[src/rtl/rtdf_sample_unpacker_pkg.sv]
// Shared definitions for the RTDF sample unpacker: state encoding, default
// prefill depth, counter widths and the network byte-order helper.
package rtdf_sample_unpacker_pkg;

    localparam int RTDF_UNPACK_STATE_W        = 2;
    localparam int RTDF_PREFILL_WORDS_DEFAULT = 128;
    localparam int RTDF_FIFO_CNT_W            = 9;
    localparam int RTDF_UNDERRUN_CNT_W        = 9;

    typedef enum logic [RTDF_UNPACK_STATE_W-1:0] {
        RTDF_ST_PREFILL = 2'd0,
        RTDF_ST_LOAD    = 2'd1,
        RTDF_ST_RUN     = 2'd2
    } rtdf_unpack_state_e;

    // Payload words arrive little-end first; swap bytes so sample 0 sits in the MSBs.
    function automatic logic [15:0] rtdf_net_order(input logic [15:0] d);
        return {d[7:0], d[15:8]};
    endfunction

endpackage

[src/rtl/rtdf_sample_unpacker_word_fetch.sv]
// Read-request engine for the stream FIFO. Issues a single registered read
// when the owner has a free slot, tracks the in-flight word and raises a
// capture strobe on the cycle the FIFO q is valid. A flush drops both a
// pending request and any word already on its way.
module rtdf_word_fetch (
    input  logic clk,
    input  logic reset_n,
    input  logic flush,
    input  logic slot_free,
    input  logic fifo_empty,
    output logic fifo_read,
    output logic capture
);

    logic read_q, read_d;
    logic pend_q, pend_d;

    // Next request and in-flight tracking; never two requests on adjacent cycles.
    always_comb begin
        read_d = slot_free & ~read_q & ~fifo_empty & ~flush;
        pend_d = read_q & ~flush;
    end

    // Request and in-flight registers.
    always_ff @(posedge clk or negedge reset_n) begin
        if (!reset_n) begin
            read_q <= 1'b0;
            pend_q <= 1'b0;
        end else begin
            read_q <= read_d;
            pend_q <= pend_d;
        end
    end

    assign fifo_read = read_q;
    assign capture   = pend_q & ~flush;

endmodule

[src/rtl/rtdf_sample_unpacker.sv]
// RTDF sample unpacker: prefills from the stream FIFO, keeps a current and a
// next payload word, and releases one IF sample per enable strobe. Underruns
// are counted (saturating) and recovered by re-prefilling.
//
// state   | meaning
// --------+---------------------------------------------------------------
// PREFILL | buffers empty, no reads; wait for FIFO fill >= PREFILL_WORDS
// LOAD    | fetch cur, then nxt; RUN the cycle after nxt lands
// RUN     | emit one sample per enable, hand nxt over to cur at word end
module rtdf_sample_unpacker
    import rtdf_sample_unpacker_pkg::*;
#(
    parameter int SAMPLE_WIDTH  = 2,
    parameter int PREFILL_WORDS = RTDF_PREFILL_WORDS_DEFAULT
) (
    input  logic                           clk,
    input  logic                           reset_n,
    input  logic                           flush,
    input  logic                           enable,
    input  logic                           fifo_empty,
    input  logic [15:0]                    fifo_data,
    input  logic [RTDF_FIFO_CNT_W-1:0]     fifo_words,
    output logic                           fifo_read,
    output logic                           sample_valid,
    output logic [SAMPLE_WIDTH-1:0]        sample,
    output logic                           running,
    output logic [RTDF_UNDERRUN_CNT_W-1:0] underrun_count
);

    localparam int SPW   = 16 / SAMPLE_WIDTH;
    localparam int IDX_W = (SPW > 1) ? $clog2(SPW) : 1;
    localparam logic [IDX_W-1:0] IDX_LAST = IDX_W'(SPW - 1);
    localparam logic [RTDF_FIFO_CNT_W-1:0] PREFILL_THR = RTDF_FIFO_CNT_W'(PREFILL_WORDS);

    rtdf_unpack_state_e state_q, state_d;
    logic [15:0]             cur_q, cur_d;
    logic [15:0]             nxt_q, nxt_d;
    logic                    cur_v_q, cur_v_d;
    logic                    nxt_v_q, nxt_v_d;
    logic [IDX_W-1:0]        idx_q, idx_d;
    logic [SAMPLE_WIDTH-1:0] sample_q, sample_d;
    logic                    sample_valid_q, sample_valid_d;
    logic                    running_q;
    logic [RTDF_UNDERRUN_CNT_W-1:0] underrun_q, underrun_d;

    logic                    capture;
    logic                    slot_free;
    logic [15:0]             word_in;
    logic [15:0]             cur_shift;
    logic [SAMPLE_WIDTH-1:0] cur_sample;

    assign word_in = rtdf_net_order(fifo_data);

    // Select sample idx of cur by shifting it up to the MSBs.
    always_comb begin
        cur_shift = cur_q << (32'(idx_q) * SAMPLE_WIDTH);
    end

    assign cur_sample = cur_shift[15 -: SAMPLE_WIDTH];

    // Reads are requested against the post-update buffer view so a handoff
    // starts its refill on the very next cycle.
    assign slot_free = (state_q != RTDF_ST_PREFILL) && (state_d != RTDF_ST_PREFILL)
                       && !(cur_v_d && nxt_v_d);

    rtdf_word_fetch u_fetch (
        .clk        (clk),
        .reset_n    (reset_n),
        .flush      (flush),
        .slot_free  (slot_free),
        .fifo_empty (fifo_empty),
        .fifo_read  (fifo_read),
        .capture    (capture)
    );

    // Next-state, buffer handoff, sample emission and underrun accounting.
    always_comb begin
        state_d        = state_q;
        cur_d          = cur_q;
        nxt_d          = nxt_q;
        cur_v_d        = cur_v_q;
        nxt_v_d        = nxt_v_q;
        idx_d          = idx_q;
        sample_d       = sample_q;
        sample_valid_d = 1'b0;
        underrun_d     = underrun_q;

        if (flush) begin
            state_d = RTDF_ST_PREFILL;
            idx_d   = '0;
            cur_v_d = 1'b0;
            nxt_v_d = 1'b0;
        end else begin
            case (state_q)
                RTDF_ST_PREFILL: begin
                    cur_v_d = 1'b0;
                    nxt_v_d = 1'b0;
                    idx_d   = '0;
                    if (fifo_words >= PREFILL_THR) begin
                        state_d = RTDF_ST_LOAD;
                    end
                end
                RTDF_ST_LOAD: begin
                    if (capture) begin
                        if (!cur_v_q) begin
                            cur_d   = word_in;
                            cur_v_d = 1'b1;
                        end else begin
                            nxt_d   = word_in;
                            nxt_v_d = 1'b1;
                            state_d = RTDF_ST_RUN;
                        end
                    end
                end
                RTDF_ST_RUN: begin
                    if (capture) begin
                        nxt_d   = word_in;
                        nxt_v_d = 1'b1;
                    end
                    if (enable) begin
                        sample_valid_d = 1'b1;
                        sample_d       = cur_sample;
                        if (idx_q == IDX_LAST) begin
                            idx_d = '0;
                            if (nxt_v_q) begin
                                cur_d   = nxt_q;
                                nxt_v_d = 1'b0;
                            end else begin
                                // Last sample of the last buffered word: still emitted, then re-prefill.
                                if (underrun_q != '1) begin
                                    underrun_d = underrun_q + 1'b1;
                                end
                                state_d = RTDF_ST_PREFILL;
                                cur_v_d = 1'b0;
                                nxt_v_d = 1'b0;
                            end
                        end else begin
                            idx_d = idx_q + IDX_W'(1);
                        end
                    end
                end
                default: begin
                    state_d = RTDF_ST_PREFILL;
                    cur_v_d = 1'b0;
                    nxt_v_d = 1'b0;
                    idx_d   = '0;
                end
            endcase
        end
    end

    // State, buffers, output registers and the underrun counter.
    always_ff @(posedge clk or negedge reset_n) begin
        if (!reset_n) begin
            state_q        <= RTDF_ST_PREFILL;
            cur_q          <= '0;
            nxt_q          <= '0;
            cur_v_q        <= 1'b0;
            nxt_v_q        <= 1'b0;
            idx_q          <= '0;
            sample_q       <= '0;
            sample_valid_q <= 1'b0;
            running_q      <= 1'b0;
            underrun_q     <= '0;
        end else begin
            state_q        <= state_d;
            cur_q          <= cur_d;
            nxt_q          <= nxt_d;
            cur_v_q        <= cur_v_d;
            nxt_v_q        <= nxt_v_d;
            idx_q          <= idx_d;
            sample_q       <= sample_d;
            sample_valid_q <= sample_valid_d;
            running_q      <= (state_d == RTDF_ST_RUN);
            underrun_q     <= underrun_d;
        end
    end

    assign sample_valid   = sample_valid_q;
    assign sample         = sample_q;
    assign running        = running_q;
    assign underrun_count = underrun_q;

endmodule
[config.mk]
export PLATFORM = sky130hd
export DESIGN_NAME = rtdf_sample_unpacker
export DESIGN_NICKNAME = d
export VERILOG_FILES = /design/src/rtl/rtdf_sample_unpacker_pkg.sv /design/src/rtl/rtdf_sample_unpacker_word_fetch.sv /design/src/rtl/rtdf_sample_unpacker.sv
export SDC_FILE = /design/constraint.sdc
export NUM_CORES = 1
export LEC_CHECK = 0
export ABC_AREA = 1
export BUFFER_PORTS_ARGS = -buffer_cell sky130_fd_sc_hd__buf_2
export CORE_MARGIN = 8
export CORE_UTILIZATION = 31
export DETAILED_ROUTE_END_ITERATION = 10
export PLACE_DENSITY_LB_ADDON = 0.1
export SLEW_MARGIN = 0
export SYNTH_ARGS = -nofsm -noshare
export SYNTH_HDL_FRONTEND = slang
export SYNTH_SLANG_ARGS = --single-unit
export TNS_END_PERCENT = 10
[constraint.sdc]
create_clock -name clk -period 3.6 [get_ports clk]
set_input_delay 0.36 -clock clk [delete_from_list [all_inputs] [get_ports clk]]
set_output_delay 0.36 -clock clk [all_outputs]
set_load 0.01 [all_outputs]
## Yosys cells after proc, flatten, opt, wreduce, memory -nomap -nowiden

Index checks and enable logic that the tools add are counted.
Widths: inputs -> output; s select.

| cells by class | value |
|---|---|
| add/subtract/negate cells | 2 |
| multiply operators | 0 |
| divide/modulo/power cells | 0 |
| magnitude comparators | 1 |
| equal/unequal tests | 14 |
| shift operators | 1 |
| muxes and demuxes | 38 |
| bitwise operators | 9 |
| reduce and logical (&&, ||, !) cells | 13 |

Operators with widths:

| operator | count |
|---|---|
| $mux 16 | 8 |
| $pmux 16 s2 | 2 |
| $ne 2x2->1 const B | 8 |
| $shl 16x4->16 | 1 |
| $mux 1 | 14 |
| $mux 2 | 7 |
| $add 9x1->9 const B | 1 |
| $ge 9x8->1 const B | 1 |
| $mux 3 | 3 |
| $ne 9x9->1 const B | 1 |
| $reduce_and 7->1 | 1 |
| $pmux 2 s3 | 1 |
| $pmux 3 s2 | 1 |
| $reduce_and 6->1 | 1 |
| $reduce_bool 2->1 | 3 |
| $and 1x1->1 | 5 |
| $reduce_and 5->1 | 1 |
| $eq 2x2->1 const B | 2 |
| $not 1->1 | 4 |
| $pmux 1 s2 | 2 |
| $add 3x1->3 const B | 1 |
| $eq 3x3->1 const B | 1 |
| $logic_and 1x1->1 | 3 |
| $ne 3x3->1 const B | 1 |
| 5 further kinds | 5 |

| storage, ports and cells | value |
|---|---|
| register bits after elaboration | 54 |
| latch bits | 0 |
| bits in writable memories | 0 |
| bits in read-only memories | 0 |
| input port bits | 30 |
| output and inout port bits | 14 |
| word-level logic and storage cells | 90 |
| memories kept | 0 |

## Depth between registers and ports, before layout

| logic depth | value |
|---|---|
| depth in word-level cells | 13 |
| mapped depth | 10 |

## Modules after synthesis

Synthesis repeated with hierarchy kept, for this count alone.

| unflattened totals | value |
|---|---|
| cell total of the unflattened synthesis | 345 |
| area, all modules | 2,758.9 um^2 |

By module, submodules not included:

| module | instances | cells each | area an instance (um^2) | sequential area each (um^2) |
|---|---|---|---|---|
| rtdf_sample_unpacker | 1 | 334 | 2,675.1 | 1,301.2 |
| rtdf_word_fetch | 1 | 11 | 83.8 | 50.0 |

## Least setup slack after synthesis

Ideal clock, no wire load.

| timing | value |
|---|---|
| path kind | register to register |
| start point | register underrun_q[0], in the netlist underrun_count[0] |
| end point | register underrun_q[5], in the netlist underrun_count[5] |
| setup time | 0.123 ns |
| arrival time | 1.568 ns |
| setup slack | 1.910 ns |
| cell stages (with the launch flop) | 8 |
| buffers on the path | 0 |
| period minus slack after synthesis | 1.690 ns |
| cells stage by stage | dfrtp_1 -> ha_1 -> nand2_1 -> nor4_1 -> ha_1 -> nor3_4 -> nand3_1 -> xor2_1 |

| between the ends | value |
|---|---|
| word-level cells in the longest chain between the ends | 2 |

RTL lines:

| element | RTL line | source |
|---|---|---|
| from (decl) | rtdf_sample_unpacker.sv:44 | `logic [RTDF_UNDERRUN_CNT_W-1:0] underrun_q, underrun_d;` |
| from (signal assigned) | rtdf_sample_unpacker.sv:175 | `underrun_q <= underrun_d;` |
| branches (longest 2 deep; another with $add 9x1->9) | -- |  |

Several ways; the timed one is not identified.
A chain may end at the register's enable or synchronous reset.

## Final worst setup path

| timing | value |
|---|---|
| start point | register idx_q[0] |
| end point | register cur_q[11] |

| between the ends | value |
|---|---|
| word-level cells in the longest chain between the ends | 3 |

RTL lines:

| element | RTL line | source |
|---|---|---|
| from (decl) | rtdf_sample_unpacker.sv:40 | `logic [IDX_W-1:0] idx_q, idx_d;` |
| from (signal assigned) | rtdf_sample_unpacker.sv:171 | `idx_q <= idx_d;` |
| $eq 3x3->1 | rtdf_sample_unpacker.sv:123 | `if (idx_q == IDX_LAST) begin` |
| $ne 2x2->1 (no line) | -- |  |
| $reduce_and 7->1 (no line) | -- |  |
| to (signal assigned) | rtdf_sample_unpacker.sv:167 | `cur_q <= cur_d;` |
| to (decl) | rtdf_sample_unpacker.sv:36 | `logic [15:0] cur_q, cur_d;` |

Every way passes these cells.

==> summary.txt <==
Yosys
  • Synth Register Bits: 54
  • Net count after synthesis: 370
  • EDFF count, synth: 0
  • Post-synth top area share: 0.5068
  • Synth Area per Inst: 8.031 µm²
  • Ys Warns: 0
  • Synth cell types: 25
  • Synth Cell Area: around 2700 µm²
  • Sequential area share after synthesis: 0.5068
  • Post-synth top area cell: dfrtp_1
  • Ranking of synthesized cells by area: dfrtp_1, nand2_1, o21ai_1, o21ai_0, inv_1
  • Post-Syn Instances: roughly 330
  • Async S/R FF share, synth: 1.000
  • Ys flop type: dfrtp_1

Timing
  • RSZ-0062 raised after global routing: false
  • Period utilization: 0.6263
  • Final Slew Violations: 0
  • Fin crit period: 2.255 ns
  • Setup TNS: 0 ns
  • Final WS setup: 1.345 ns
  • Fin. Hold Viols: 0
  • Worst-margin pin slew: 0.9992 ns
  • Max Clock Freq: 443.5 MHz
  • Final setup violation count: 0
  • Slew Limit Headroom: 0.3339
  • Fin Clk Skew: slightly below 0.006 ns
  • Hold Slack: 0.2161 ns

Clock network
  • H-Tree Level Count: 2
  • Clk pin slew, worst setup/hold paths: 0.10 ns
  • CTS Buffer Depth: 2
  • Total clock sinks: 54
  • CTS buffer count: 5
  • Clk root buf: clkbuf_8
  • CTS resizes: 0
  • # hold bufs at CTS: 0
  • TritonCTS clock tree: built
  • Latest clock arrival within the worst-skew pair: 0.31 ns
  • Setup Buffers After CTS: 0

Floorplan
  • Die width: around 110 µm
  • Core area: about 8600 µm²
  • Die height: 108.7 µm
  • Initial core utilization: 0.3118
  • Ports: 44
  • Core Rows: 34
  • Full die area: 11820 µm²

Drt
  • DR vias/cell: 4.421
  • Routed Wire Length: ~5600 µm
  • Final ANT Viol Nets: 0
  • 1st-pass router iterations: 4
  • Drt drc: 0
  • Routed via count: between 2000 and 2500
  • Drt wl/cell: approximately 12 µm
  • Initial DRC Count: 84

Power
  • Leak Pwr: 1.585 nW
  • Maximum VDD drop: 175.2 µV
  • Pwr/cell area: 475.0 nW/µm²

Layout
  • Fillers: 910
  • Post-Layout Inst Area: 3025 µm²
  • # diodes: 0
  • Final #Nets: 404
  • Synthesis-to-finish area growth: 13.47%
  • Layout cells sized above 1: 0.1444

Setup path
  • Crit. Startpoint: idx_q[0]
  • Critical Path End Type: register
  • Worst EP arrival: about 2.5 ns
  • FF-to-FF path depth: 6
  • Crit path launch type: register
  • Worst reg2reg startpoint: idx_q[0]
  • Largest fanout on the critical path: 32
  • Worst setup path category: reg2reg
  • Crit path required time: 3.82 ns

Placement
  • Final HPWL DP: 4018 µm
  • Pre-CTS setup slack: ~1.3 ns
  • I/O Buffers: 36
  • RePlAce Congestion: 0.7727
  • Dpl cell area: 2939 µm²

GRT
  • Total gr overflow: 0
  • Initial antenna violation count: 0
  • Largest net degree at the start of global routing: 45
  • GRT Util Overall: 0.1037
  • Number of global-route vias before repair: 2134
  • First-pass GRT wire length: 9922 µm

Worst hold path
  • Min-Delay Path Class: in2async

Status
  • Outcome: finished, final reports clean

Flow run
  • Max Cap Viol: 0
## path summary, 6_finish.rpt
| kind | endpoint | slack (ns) |
|---|---|---|
| worst min register to register | sample[1] | 0.49 |
| worst max-delay path | cur_q[11] | 1.35 |
| worst max register to register | cur_q[11] | 1.35 |
| max in group asynchronous | sample_valid | 2.65 |
| worst min-delay path | state_q[1] | 0.22 |
| min in group clk | u_fetch.fifo_read | 0.29 |
## cells in the final DEF (no fill, tap or decap), drive strengths merged
| cell type | instances |
|---|---|
| o21ai | 62 |
| a31oi | 1 |
| xnor2 | 3 |
| nand3 | 12 |
| inv | 38 |
| nand4 | 4 |
| buf | 38 |
| clkinv | 2 |
| dfrtp | 54 |
| nor3 | 4 |
| nor2 | 33 |
| o211ai | 1 |
| ha | 8 |
| or2 | 1 |
| nor4 | 2 |
| xor2 | 3 |
| clkbuf | 6 |
| a21oi | 3 |
| nand2 | 92 |
## area by class of cell
| cell class | count | area (µm²) | area share |
|---|---|---|---|
| clock inverters | 2 | 13.76 | 0.004549 |
| well taps | 108 | 135.1 | 0.04467 |
| multi-input cells | 229 | 1115 | 0.3685 |
| clock buffers | 6 | 72.57 | 0.02399 |
| inverters | 38 | 142.6 | 0.04715 |
| flip-flops and latches | 54 | 1351 | 0.4467 |
| repair buffers | 38 | 195.2 | 0.06452 |
## power breakdown
group          total [mW]  leakage [nW]  internal, mW  switching, mW
Clock               0.349        0.0452         0.138          0.210
Combinational       0.255         0.849         0.110          0.145
Sequential          0.834         0.691         0.757         0.0769
Total                1.44          1.58          1.01          0.432
## cell families (layout without fill, tap and decap cells)
kind of cell | after synthesis | in the layout | share of synthesized area
compound gates | 67 | 67 | 0.1290
xor+xnor | 6 | 6 | 0.01971
fa+ha+maj | 8 | 8 | 0.03754
buf+inv | 49 | 84 | 0.07508
flops | 54 | 54 | 0.5068
simple gates | 148 | 148 | 0.2318
## routing by layer
| layer | share of wire | track usage | up-vias |
|---|---|---|---|
| met5 | 0 | 0 | - |
| met4 | 0.011 | 0.03226 | 0 |
| met3 | 0.050 | 0.02482 | 5 |
| met2 | 0.43 | 0.1678 | 37 |
| met1 | 0.50 | 0.1339 | 928 |
| li1 | - | - | 1130 |
## state kept, by name, indices dropped and copies added (netlist names)
name	cells
cur_q	16
nxt_q	16
underrun_count	9
idx_q	3
sample	2
state_q	2
cur_v_q	1
nxt_v_q	1
running	1
sample_valid	1
u_fetch.fifo_read	1
u_fetch.pend_q	1
## cells in the mapped netlist, types with 2 or more instances
cell type   n
xnor2_1     3
xor2_1      3
nor3_1      3
buf_2       7
nand3_1    12
clkbuf_1    3
nand2_1    90
inv_2       2
nand2_2     2
nand4_1     3
dfrtp_1    54
a21oi_1     3
nor2_1     32
o21ai_0    30
ha_1        8
nor4_1      2
o21ai_1    32
inv_1      36
## critical path, stage by stage (launching register included)
cell and delay, ns:
dfrtp_1 0.53, ha_1 0.21, ha_1 0.18, inv_1 0.08, o21ai_0 0.21, nand4_2 0.61, o21ai_1 0.35
## stage by stage
stage          std cells  power, mW    util
2_1_floorplan        332      1.027       -
3_3_place_gp         467      1.102  0.3437
3_5_place_dp         467      1.109  0.3437
4_1_cts              475      1.466  0.3538
5_1_grt              475      1.555  0.3538
6_report             475      1.437  0.3538
No activity file was read; power rests on OpenSTA's default activity.
